### config.mk
export PLATFORM = sky130hd
export DESIGN_NAME = mem_arbiter
export DESIGN_NICKNAME = d
export VERILOG_FILES = /design/src/rtl/mem_arbiter.sv
export SDC_FILE = /design/constraint.sdc
export NUM_CORES = 1
export LEC_CHECK = 0
export CORE_UTILIZATION = 32
export DETAILED_ROUTE_END_ITERATION = 6
export HOLD_SLACK_MARGIN = 0.15
export PLACE_DENSITY = 0.59
export REMOVE_ABC_BUFFERS = 1
export SLEW_MARGIN = 5
export SYNTH_ARGS = -nofsm -noshare
export SYNTH_HDL_FRONTEND = slang
export SYNTH_SLANG_ARGS = --single-unit
### constraint.sdc
create_clock -name clk -period 2.7 [get_ports clk]
set_input_delay 0.54 -clock clk [delete_from_list [all_inputs] [get_ports clk]]
set_output_delay 0.54 -clock clk [all_outputs]
set_load 0.02 [all_outputs]
### src/rtl/mem_arbiter.sv
// Arbiter/sequencer sharing one single-port word memory between the fetch port (A)
// and the load/store port (B); every access runs IDLE -> ACCESS -> RESP.
module mem_arbiter #(
  parameter logic [15:0] ADDR_MAX = 16'd100,
  parameter int          RR_MODE  = 1
) (
  input  logic        clk,
  input  logic        rst,
  input  logic        a_req,
  input  logic [15:0] a_addr,
  output logic        a_ack,
  output logic [15:0] a_rdata,
  input  logic        b_req,
  input  logic        b_we,
  input  logic [15:0] b_addr,
  input  logic [15:0] b_wdata,
  output logic        b_ack,
  output logic [15:0] b_rdata,
  output logic        err,
  output logic        busy,
  output logic        memRead,
  output logic        memWrite,
  output logic [15:0] address,
  output logic [15:0] dataIN,
  input  logic [15:0] dataOut
);

  typedef enum logic [1:0] {IDLE, ACCESS, RESP} state_t;

  state_t      state;
  logic        last_b;
  logic        lat_b;
  logic        lat_we;
  logic        lat_oor;
  logic        pick_b;
  logic [15:0] sel_addr;
  logic        sel_store;
  logic        sel_ok;

  // Winner selection for the IDLE sampling edge; a lone requester always wins.
  always_comb begin
    pick_b = b_req;
    if (a_req && b_req)
      pick_b = (RR_MODE != 0) ? !last_b : 1'b1;
    sel_addr  = pick_b ? b_addr : a_addr;
    sel_store = pick_b && b_we;
    sel_ok    = (sel_addr <= ADDR_MAX);
  end

  // The address register doubles as the latched request address, so the
  // strobes can be launched directly from the IDLE edge.
  always_ff @(posedge clk or negedge rst) begin
    if (!rst) begin
      state    <= IDLE;
      last_b   <= 1'b0;
      lat_b    <= 1'b0;
      lat_we   <= 1'b0;
      lat_oor  <= 1'b0;
      a_ack    <= 1'b0;
      b_ack    <= 1'b0;
      a_rdata  <= '0;
      b_rdata  <= '0;
      err      <= 1'b0;
      busy     <= 1'b0;
      memRead  <= 1'b0;
      memWrite <= 1'b0;
      address  <= '0;
      dataIN   <= '0;
    end else begin
      case (state)
        IDLE: begin
          if (a_req || b_req) begin
            lat_b    <= pick_b;
            last_b   <= pick_b;
            lat_we   <= sel_store;
            lat_oor  <= !sel_ok;
            address  <= sel_addr;
            memRead  <= sel_ok && !sel_store;
            memWrite <= sel_ok && sel_store;
            if (sel_ok && sel_store)
              dataIN <= b_wdata;
            busy     <= 1'b1;
            state    <= ACCESS;
          end
        end
        ACCESS: begin
          memRead  <= 1'b0;
          memWrite <= 1'b0;
          // Rejected accesses return zero; in-range stores leave rdata untouched.
          if (lat_b) begin
            if (lat_oor)
              b_rdata <= '0;
            else if (!lat_we)
              b_rdata <= dataOut;
          end else begin
            if (lat_oor)
              a_rdata <= '0;
            else
              a_rdata <= dataOut;
          end
          a_ack <= !lat_b;
          b_ack <= lat_b;
          err   <= lat_oor;
          state <= RESP;
        end
        RESP: begin
          a_ack <= 1'b0;
          b_ack <= 1'b0;
          err   <= 1'b0;
          busy  <= 1'b0;
          state <= IDLE;
        end
        default: state <= IDLE;
      endcase
    end
  end

endmodule

Word level (Yosys, flattened, before mapping). Index checks and enable logic that the tools add are counted.

Bitwise gates (word level): 1. $lt $le $gt $ge: 1. Equal/unequal tests: 4. Reduce and logical (&&, ||, !) cells: 18. Mux-type cells: 16.

Operators by type and width (count): 2-to-1 mux 16 bit (4); less-or-equal comparator 16 x 7 -> 1 bit, second input constant (1); case mux 1 bit (2 select lines) (6); AND reduction 2 bit (4); AND reduction 3 bit (2); nonzero test 2 bit (3); logical AND 1 bit (4); 2-to-1 mux 1 bit (4); case mux 2 bit (2 select lines) (1); logical NOT 1 bit (3); == test 2 x 1 -> 1 bit, second input constant (1); == test 2 bit, second input constant (1); logical NOT 2 bit (1); 2-to-1 mux 2 bit (1); != test 2 x 1 -> 1 bit, second input constant (1); != test 2 bit, second input constant (1); logical OR 1 bit (1); NOT 1 bit (1).

Output and inout bits: 70. Logic and storage cells: 54. Flip-flop bits (word level): 75. Input bits: 69.

Depth between registers and ports, before layout. Gate-level depths: netlist of the first run.

Depth in word-level cells: 7. Mapped depth: 8. Gate-level depth less buffers: 6.

Worst setup path after synthesis of the first run. Ideal clock, no wire load.

Kind: input to register. Start point: in b_addr[7]. End point: reg dataIN[10]. Library setup time: 0.125 ns. Required time: 2.575 ns. Stages on the path: 5. Data arrival time: 1.976 ns. Path slack: 0.599 ns. Path buffers: 1. Cell sequence: or4_4 nor4_4 nand3_4 buf_6 mux2_4.

Longest elaborated chain between the ends: 4.

RTL lines: start, declared (RTL line 15) `input logic [15:0] b_addr,`; 2-to-1 mux 16 bit (RTL line 45) `sel_addr = pick_b ? b_addr : a_addr;`; less-or-equal comparator 16 x 7 -> 1 bit (RTL line 47) `sel_ok = (sel_addr <= ADDR_MAX);`; logical AND 1 bit (RTL line 80) `if (sel_ok && sel_store)`; AND reduction 3 bit (no source line); end signal, assigned (RTL line 81) `dataIN <= b_wdata;`; end, declared (RTL line 24) `output logic [15:0] dataIN,`.

No other way between the ends. A chain may end at the register's enable or synchronous reset.

Final worst setup path of the first run.
Start point: in b_addr[7]. End point: reg dataIN[9].

The elaborated chain is that of the path after synthesis.

==> results.sh, run 1 <==
export IMPL_core_sq_um=9820
export IMPL_grt_pass1_wl_um=12600
export IMPL_switching_share=0.350
export IMPL_crit_fanout=16
export IMPL_slew_violations=0
export IMPL_fmax_mhz=446
export IMPL_rows=36
export IMPL_synth_xor_area_frac=0
export IMPL_setup_tns_final_ns=0
export IMPL_rsz0062_at_grt="no"
export IMPL_cts_buffer_depth=2
export IMPL_io_buffers=138
export IMPL_dp_hpwl_um=5780
export IMPL_finalSetupViolCount=0
export IMPL_crit_arrival_ns=2.46
export IMPL_chipHeight_um=103
export IMPL_slew_headroom=0.363
export IMPL_p_per_area_nw_per_um2=697
export IMPL_peakVddDrop_uv=490
export IMPL_num_io_pins=139
export IMPL_ys_seq_elements=75
export IMPL_p_leak_nw=2.13
export IMPL_ys_seq_area_frac=0.577
export IMPL_worstMarginPinSlew_ns=0.955
export IMPL_start_kind="input pin"
export IMPL_cts_clk_slew_worst_paths_ns=0.08
export IMPL_antenna_found_initial=0
export IMPL_drc=0
export IMPL_layout_nets=515
export IMPL_root_buffer="clkbuf_8"
export IMPL_grt_ovfl_total=0
export IMPL_drive_gt1_frac=0.103
export IMPL_yosysUniqueCellTypes=33
export IMPL_globalplace_congestion=0.746
export IMPL_cts_htree_levels=3
export IMPL_ctsHoldBuffers=0
export IMPL_r2r_start="lat_b$_DFFE_PN0P_"
export IMPL_period_share=0.831
export IMPL_p_sw_mw=1.21
export IMPL_hold_violations=0
export IMPL_vias=2628
export IMPL_synth_compound_area_share=0.112
export IMPL_synth_top_family_by_area="simple AND/OR/NAND/NOR gates"
export IMPL_drtIter0Drc=58
export IMPL_cp_cell_sequence="clkdlybuf4s50_1 -> or4_4 -> nor4_4 -> nand3_4 -> buf_12 -> mux2_4"
export IMPL_cpPeakStageDelay_ns=0.56
export IMPL_final_util=0.506
export IMPL_grt_max_degree=76
export IMPL_ff2ff_setup_slack_ns=0.84
export IMPL_critPathSlowestCell="or4_4"
export IMPL_maxCapViolCount=0
export IMPL_worstPathRequired_ns=2.91
export IMPL_start_util=0.331
export IMPL_via_per_inst=4.53
export IMPL_skew_ns=0.0130
export IMPL_period_needed_ns=2.24
export IMPL_cts_resized=0
export IMPL_postRouteAntennaNets=0
export IMPL_synth_mux_area_frac=0.120
export IMPL_syn_cell_area_sq_um=3250
export IMPL_p_int_mw=2.25
export IMPL_reg2reg_depth=7
export IMPL_end_kind="flip-flop"
export IMPL_cts_buffers=9
export IMPL_drt_total_wl_um=7950
export IMPL_die_w_um=103
export IMPL_grt_usage=0.157
export IMPL_dr_pass1_iters=4
export IMPL_diodes=0
export IMPL_syn_inst=301
export IMPL_cts_sinks=75
export IMPL_pwr_share_seq=0.412
export IMPL_cts_tree="built"
export IMPL_post_cts_setup_buffers=0
export IMPL_ys_warn_count=0
export IMPL_dieArea_sq_um=10600
export IMPL_insertion_delay_ns=0.34
export IMPL_synth_simple_area_share=0.153
export IMPL_path_class="in -> reg"
export IMPL_grt_pass1_vias=2638
export IMPL_avgSynthCellArea_sq_um=10.8
export IMPL_routedWlPerCell_um=13.7
export IMPL_r2r_end="dataIN[1]$_DFFE_PN0P_"
export IMPL_outcome="finished, final reports clean"
export IMPL_area_growth_pct=52.8
export IMPL_clkPwrFrac=0.212
export IMPL_comb_power_share=0.376
export IMPL_hp_class="in -> async"
export IMPL_synthAdderAreaFrac=0.0115
## per-stage QoR
step | instance area (sq um) | hold WS, ns | setup WS, ns | power, mW | cells
4_1_cts | 4970 | 0.380 | 0.458 | 3.54 | 580
5_1_grt | 4970 | 0.410 | 0.398 | 3.72 | 580
2_1_floorplan | 3190 | 0.244 | 0.115 | 2.10 | 286
6_report | 4970 | 0.328 | 0.455 | 3.46 | 580
3_5_place_dp | 4810 | 0.470 | 0.0963 | 2.78 | 565
3_3_place_gp | 4810 | 0.461 | 0.112 | 2.76 | 565
## synthesized netlist by cell type (all sizes together)
cell     n  area, sq um
buf      4         25.0
nor4     3         33.8
nor3     4         20.0
a31oi    1         6.26
or4      1         11.3
nand3    4         32.5
a211oi   1         7.51
o21ai   59          295
nor2     5         18.8
a21boi   2         18.8
inv      6         22.5
a32oi    1         8.76
o22a     1         8.76
nand3b   2         15.0
ha       3         37.5
mux2    17          229
nor2b    1         6.26
or2b     2         17.5
nand2   61          229
nand4    1         6.26
nand2b  17          106
dfrtp   75         1880
o211ai   1         7.51
a21oi    2         10.0
mux2i   16          160
clkbuf  11         41.3
## sequential cells by signal (all words and copies together), names as in the netlist
| signal | count |
|---|---|
| a_ack | 1 |
| a_rdata | 16 |
| address | 16 |
| b_ack | 1 |
| b_rdata | 16 |
| busy | 1 |
| dataIN | 16 |
| err | 1 |
| lat_b | 1 |
| lat_oor | 1 |
| lat_we | 1 |
| memRead | 1 |
| memWrite | 1 |
| state | 2 |
## how the worst max path moves through the flow
stage / startpoint / endpoint / slack (ns) / cells past startpoint
2_1_floorplan: a_req / dataIN[10]$_DFFE_PN0P_ / 0.12 / 5
3_3_place_gp: b_addr[7] / dataIN[9]$_DFFE_PN0P_ / 0.11 / 6
3_5_place_dp: b_addr[7] / dataIN[6]$_DFFE_PN0P_ / 0.1 / 6
4_1_cts: b_addr[7] / dataIN[9]$_DFFE_PN0P_ / 0.46 / 6
5_1_grt: b_addr[7] / dataIN[9]$_DFFE_PN0P_ / 0.40 / 6
6_report: b_addr[7] / dataIN[9]$_DFFE_PN0P_ / 0.46 / 6
## logic make-up (layout without fill, tap and decap cells)
| group | Yosys count | in the layout |
|---|---|---|
| AOI/OAI and AO/OA | 68 | 68 |
| adders and majority gates | 3 | 3 |
| buffers and inverters | 21 | 167 |
| DFF | 75 | 75 |
| muxes | 33 | 33 |
| and+or+nand+nor | 101 | 101 |
## power groups by stage
stage                     registers (mW)  clock network (mW)  logic, mW
after floorplan                     1.64                   0      0.457
after global placement              1.45                   0       1.31
after detailed placement            1.45                   0       1.33
after CTS                           1.43               0.776       1.33
after global routing                1.46               0.832       1.43
final                               1.43               0.733       1.30
## worst max-delay path: cells and delay by family
kind	cells	cell delay, ns
buffers and inverters	2	0.61
muxes	1	0.30
and+or+nand+nor	3	0.98
## area by class of cell
| cell class | count | area (sq um) |
|---|---|---|
| Clock buffer | 12 | 145 |
| Clock inverter | 3 | 15.0 |
| Fill cell | 949 | 4850 |
| Inverter | 6 | 22.5 |
| Multi-Input combinational cell | 205 | 1290 |
| Sequential cell | 75 | 1880 |
| Tap cell | 133 | 166 |
| Timing Repair Buffer | 146 | 1450 |
## per-layer routing
layer,track usage,vias to the layer above,part of all wire
met1,0.194,1210,0.43
met2,0.251,101,0.46
met3,0.0651,8,0.093
met5,0,-,0
met4,0.0488,0,0.0087
li1,-,1309,-
## cell usage in the layout (no fill, tap or decap), drive strengths merged, types with 2 or more instances in the layout
cell,instances
clkbuf,12
mux2,17
nor2,5
a21oi,2
a21boi,2
dfrtp,75
clkinv,3
nand2,61
clkdlybuf4s50,137
nor4,3
or2b,2
nor3,4
inv,6
nand2b,17
mux2i,16
buf,9
nand3b,2
nand3,4
o21ai,59
ha,3
(Power assumes the default switching activity.)
==> run 2: changes to the inputs <==
==> constraint.sdc (replaced) <==
create_clock -name clk -period 2.15 [get_ports clk]
set_input_delay 0.43 -clock clk [delete_from_list [all_inputs] [get_ports clk]]
set_output_delay 0.43 -clock clk [all_outputs]
set_load 0.02 [all_outputs]
==> run 2 against run 1 <==
  * Sequential share of layout area decreased by 1.7 points
  * Flip-flop and latch count stayed put
  * Combinational power up 31%
==> results.sh, run 2 (synthesized netlist as in run 1, its figures left out) <==
export IMPL_core_sq_um=9820
export IMPL_maxCapViolCount=0
export IMPL_final_cell_mix="clkdlybuf4s50_1, dfrtp_1, nand2_1"
export IMPL_hp_class="reg -> reg"
export IMPL_period_share=0.945
export IMPL_fmax_mhz=492
export IMPL_start_util=0.331
export IMPL_final_area_sq_um=5200
export IMPL_cts_buffers=9
export IMPL_worstMarginPinSlew_ns=0.550
export IMPL_die_w_um=103
export IMPL_chipHeight_um=103
export IMPL_grt_ovfl_total=0
export IMPL_grt_pass1_vias=2749
export IMPL_dp_hpwl_um=6010
export IMPL_num_io_pins=139
export IMPL_final_util=0.530
export IMPL_drc=0
export IMPL_postRouteAntennaNets=0
export IMPL_post_cts_setup_buffers=0
export IMPL_cts_tree="built"
export IMPL_p_leak_nw=2.25
export IMPL_dr_pass1_iters=4
export IMPL_root_buffer="clkbuf_8"
export IMPL_area_growth_pct=59.9
export IMPL_diodes=0
export IMPL_place_area_sq_um=4950
export IMPL_rows=36
export IMPL_slew_violations=0
export IMPL_path_class="in -> reg"
export IMPL_crit_fanout=16
export IMPL_clkPwrFrac=0.273
export IMPL_skew_ns=0.0122
export IMPL_r2r_start="lat_b$_DFFE_PN0P_"
export IMPL_crit_end="dataIN[11]$_DFFE_PN0P_"
export IMPL_switching_share=0.325
export IMPL_layout_nets=533
export IMPL_grt_usage=0.161
export IMPL_crit_arrival_ns=2.26
export IMPL_finalPower_mw=4.79
export IMPL_io_buffers=138
export IMPL_p_int_mw=3.23
export IMPL_peakVddDrop_uv=493
export IMPL_pwr_share_seq=0.372
export IMPL_final_common_cell="clkdlybuf4s50_1"
export IMPL_cts_resized=0
export IMPL_slew_headroom=0.633
export IMPL_end_kind="flip-flop"
export IMPL_p_sw_mw=1.56
export IMPL_outcome="finished, final reports clean"
export IMPL_insertion_delay_ns=0.34
export IMPL_cts_sinks=75
export IMPL_cts_clk_slew_worst_paths_ns=0.07
export IMPL_period_needed_ns=2.03
export IMPL_cts_buffer_depth=2
export IMPL_ff2ff_setup_slack_ns=0.46
export IMPL_r2r_end="dataIN[11]$_DFFE_PN0P_"
export IMPL_dpl_cell_count=582
export IMPL_start_kind="input pin"
export IMPL_comb_power_share=0.355
export IMPL_globalplace_congestion=0.809
export IMPL_dieArea_sq_um=10600
export IMPL_grt_max_degree=42
export IMPL_routedWlPerCell_um=13.3
export IMPL_worstPathRequired_ns=2.37
export IMPL_p_per_area_nw_per_um2=921
export IMPL_drive_gt1_frac=0.137
export IMPL_fin_cells=599
export IMPL_hold_ws_ns=0.479
export IMPL_grt_pass1_wl_um=13000
export IMPL_rsz0062_at_grt="no"
export IMPL_reg2reg_depth=7
export IMPL_drt_total_wl_um=7970
export IMPL_vias=2680
export IMPL_antenna_found_initial=0
export IMPL_drtIter0Drc=56
export IMPL_via_per_inst=4.47
export IMPL_finalSetupViolCount=0
export IMPL_hold_violations=0
export IMPL_critPathLaunch="b_addr[7]"
export IMPL_cts_htree_levels=3
run 2: worst max-delay path, cell delays in order:
cell	delay [ns]
clkdlybuf4s50_1	0.43
or4_4	0.55
nor4_4	0.24
nand3_4	0.11
buf_12	0.18
mux2_4	0.30
run 2: repair_timing:
item	in CTS	in global routing
endpoints found under the hold margin	39	0
setup endpoints to repair	0	1
hold buffers	1	0
run 2: final cells by class:
| type | count | area [sq um] |
|---|---|---|
| timing repair buffer | 164 | 1600 |
| tap | 133 | 166 |
| clock buffer | 12 | 145 |
| inverter | 6 | 22.5 |
| clock inverter | 4 | 97.6 |
| multi-input combinational | 205 | 1290 |
| sequential | 75 | 1880 |
| fill | 936 | 4620 |
run 2: power by group through the flow:
| stage | clock network (mW) | registers [mW] | logic [mW] |
|---|---|---|---|
| 2_1_floorplan | 0 | 2.06 | 0.574 |
| 5_1_grt | 1.42 | 1.81 | 1.89 |
| 3_3_place_gp | 0 | 1.80 | 1.71 |
| 4_1_cts | 1.34 | 1.78 | 1.74 |
| 3_5_place_dp | 0 | 1.80 | 1.73 |
| 6_report | 1.31 | 1.78 | 1.70 |
run 2: through the flow:
stage	setup TNS, ns	setup slack [ns]
detailed placement	-5.38	-0.335
floorplan	-5.07	-0.325
global placement	-4.78	-0.305
CTS	0	0.0281
finish	0	0.119
global route	0	0.0709
run 2: routing by layer:
metal	GRT usage	share of wire
met5	0	0
met4	0.0455	0.0078
met3	0.0651	0.092
met2	0.268	0.46
met1	0.193	0.44
run 2: how the worst min path moves through the flow:
stage	to	cells after the start	start
3_3_place_gp	address[2]$_DFFE_PN0P_	1	rst
4_1_cts	b_rdata[14]$_DFFE_PN0P_	2	b_rdata[14]$_DFFE_PN0P_
2_1_floorplan	a_ack$_DFFE_PN0P_	0	rst
3_5_place_dp	address[2]$_DFFE_PN0P_	1	rst
5_1_grt	a_rdata[10]$_DFFE_PN0P_	2	a_rdata[10]$_DFFE_PN0P_
6_report	address[15]$_DFFE_PN0P_	2	address[15]$_DFFE_PN0P_
==> run 3: changes to the inputs <==
--- a/config.mk
+++ b/config.mk
@@ -5,12 +5,13 @@
 export SDC_FILE = /design/constraint.sdc
 export NUM_CORES = 1
 export LEC_CHECK = 0
+export CORE_MARGIN = 3
 export CORE_UTILIZATION = 32
 export DETAILED_ROUTE_END_ITERATION = 6
 export HOLD_SLACK_MARGIN = 0.15
 export PLACE_DENSITY = 0.59
 export REMOVE_ABC_BUFFERS = 1
-export SLEW_MARGIN = 5
+export SLEW_MARGIN = 20
 export SYNTH_ARGS = -nofsm -noshare
 export SYNTH_HDL_FRONTEND = slang
 export SYNTH_SLANG_ARGS = --single-unit
==> run 3 against run 2 <==
  * Worst hold slack worse by 0.0011 ns
  * Largest power group unchanged
  * Cell area shrank 1.1%
  * Flip-flop and latch count is the same
  * Critical path depth unchanged
==> results.sh, run 3 (synthesized netlist as in run 1, its figures left out) <==
export IMPL_start_kind="input pin"
export IMPL_slew_headroom=0.613
export IMPL_cts_clk_slew_worst_paths_ns=0.08
export IMPL_crit_fanout=16
export IMPL_hold_violations=0
export IMPL_start_util=0.331
export IMPL_hp_class="reg -> reg"
export IMPL_vias=2678
export IMPL_dpl_cell_count=580
export IMPL_grt_ovfl_total=0
export IMPL_p_int_mw=2.98
export IMPL_core_sq_um=9820
export IMPL_final_cell_mix="clkdlybuf4s50_1, dfrtp_1, nand2_1"
export IMPL_path_class="in -> reg"
export IMPL_root_buffer="clkbuf_8"
export IMPL_diodes=0
export IMPL_io_buffers=138
export IMPL_period_share=0.943
export IMPL_grt_busiest_layer="met2"
export IMPL_cpPeakStageDelay_ns=0.55
export IMPL_fin_cells=597
export IMPL_global_route_usage_met1=0.189
export IMPL_worstPathRequired_ns=2.37
export IMPL_cp_top_family="simple AND/OR/NAND/NOR gates"
export IMPL_postRouteAntennaNets=0
export IMPL_rsz0062_at_grt="no"
export IMPL_peakVddDrop_uv=430
export IMPL_end_kind="flip-flop"
export IMPL_final_area_sq_um=5140
export IMPL_grtUsageMet2=0.238
export IMPL_period_needed_ns=2.03
export IMPL_comb_power_share=0.370
export IMPL_outcome="finished, final reports clean"
export IMPL_drive_gt1_frac=0.138
export IMPL_rows=36
export IMPL_num_io_pins=139
export IMPL_antenna_found_initial=0
export IMPL_final_common_cell="clkdlybuf4s50_1"
export IMPL_clkPwrFrac=0.239
export IMPL_finalSetupViolCount=0
export IMPL_met3_usage=0.0578
export IMPL_drtIter0Drc=63
export IMPL_post_cts_setup_buffers=0
export IMPL_dr_pass1_iters=4
export IMPL_nFillCells=957
export IMPL_cts_tree="built"
export IMPL_grt_usage=0.150
export IMPL_dieArea_sq_um=11400
export IMPL_switching_share=0.345
export IMPL_grt_pass1_wl_um=13600
export IMPL_routedWlPerCell_um=13.8
export IMPL_cts_htree_levels=3
export IMPL_p_per_area_nw_per_um2=885
export IMPL_crit_arrival_ns=2.25
export IMPL_cp_cell_sequence="clkdlybuf4s50_1 -> or4_4 -> nor4_4 -> nand3_4 -> buf_12 -> mux2_4"
export IMPL_area_growth_pct=58.2
export IMPL_dp_hpwl_um=6270
export IMPL_cp_num_buf_inv=2
export IMPL_maxCapViolCount=0
export IMPL_skew_ns=0.0133
export IMPL_pre_cts_slack_ns=-0.317
export IMPL_insertion_delay_ns=0.34
export IMPL_p_sw_mw=1.57
export IMPL_cts_buffers=9
export IMPL_setup_slack_ns=0.122
export IMPL_die_w_um=107
export IMPL_cts_sinks=75
export IMPL_slew_violations=0
export IMPL_p_leak_nw=2.22
export IMPL_drc=0
export IMPL_chipHeight_um=107
export IMPL_worstMarginPinSlew_ns=0.580
export IMPL_critPathSlowestCell="or4_4"
export IMPL_place_area_sq_um=4930
export IMPL_drt_total_wl_um=8250
export IMPL_grt_pass1_vias=2837
export IMPL_cts_buffer_depth=2
export IMPL_final_util=0.524
export IMPL_pwr_share_seq=0.391
export IMPL_fmax_mhz=493
export IMPL_layout_nets=531
export IMPL_grt_max_degree=46
export IMPL_via_per_inst=4.49
export IMPL_globalplace_congestion=0.809
-- run 3: cell count changes in the layout (fill, tap and decap cells not counted), sizes merged --
| cell | change |
|---|---|
| clkbuf | -2 |
| clkinvlp | +3 |
| bufinv | -2 |
| clkinv | +1 |
| buf | -2 |
-- run 3: area by class of cell --
cell class	count	area [sq um]	share of cell area
Sequential cell	75	1880	0.365
Timing Repair Buffer	162	1590	0.308
Multi-Input combinational cell	205	1290	0.251
Tap cell	133	166	0.0323
Clock buffer	10	138	0.0268
Clock inverter	6	65.1	0.0126
Inverter	6	22.5	0.00438
-- run 3: power groups by stage --
stage | sequential (mW) | combinational [mW] | clock (mW)
6_report | 1.78 | 1.68 | 1.09
2_1_floorplan | 2.06 | 0.574 | 0
3_5_place_dp | 1.80 | 1.72 | 0
5_1_grt | 1.82 | 1.87 | 1.19
3_3_place_gp | 1.80 | 1.71 | 0
4_1_cts | 1.79 | 1.72 | 1.13
-- run 3: repair_timing --
action / in CTS / in global routing
hold buffers: 1 / 0
setup endpoints to repair: 0 / 1
resized for setup: 0 / 0
endpoints found under the hold margin: 44 / 0
-- run 3: routing by layer --
metal / vias up / part of all wire
li1: 1340 / -
met1: 1224 / 0.44
met2: 102 / 0.45
met3: 12 / 0.099
met4: 0 / 0.016
met5: - / 0
-- run 3: path summary, 6_finish.rpt --
path,start,endpoint,slack (ns),cells past startpoint
max,b_addr[13],dataIN[9]$_DFFE_PN0P_,0.12,6
min,a_rdata[11]$_DFFE_PN0P_,a_rdata[11]$_DFFE_PN0P_,0.48,2
max reg2reg,lat_b$_DFFE_PN0P_,dataIN[4]$_DFFE_PN0P_,0.42,7
min reg2reg,a_rdata[11]$_DFFE_PN0P_,a_rdata[11]$_DFFE_PN0P_,0.48,2
max in group asynchronous,rst,a_rdata[0]$_DFFE_PN0P_,0.96,3
min in group asynchronous,rst,dataIN[5]$_DFFE_PN0P_,0.62,2
-- run 3: worst min-delay path, delay by kind of cell (launching register included) --
kind | cells | cell delay, ns
AOI/OAI and AO/OA | 1 | 0.05
DFF | 1 | 0.35
and+or+nand+nor | 1 | 0.04
-- run 3: per-stage QoR --
step	total power, mW	hold WS [ns]	setup TNS, ns
2_1_floorplan	2.63	0.134	-5.07
3_3_place_gp	3.51	0.463	-4.59
3_5_place_dp	3.52	0.470	-5.05
4_1_cts	4.64	0.488	0
5_1_grt	4.88	0.514	0
6_report	4.55	0.478	0
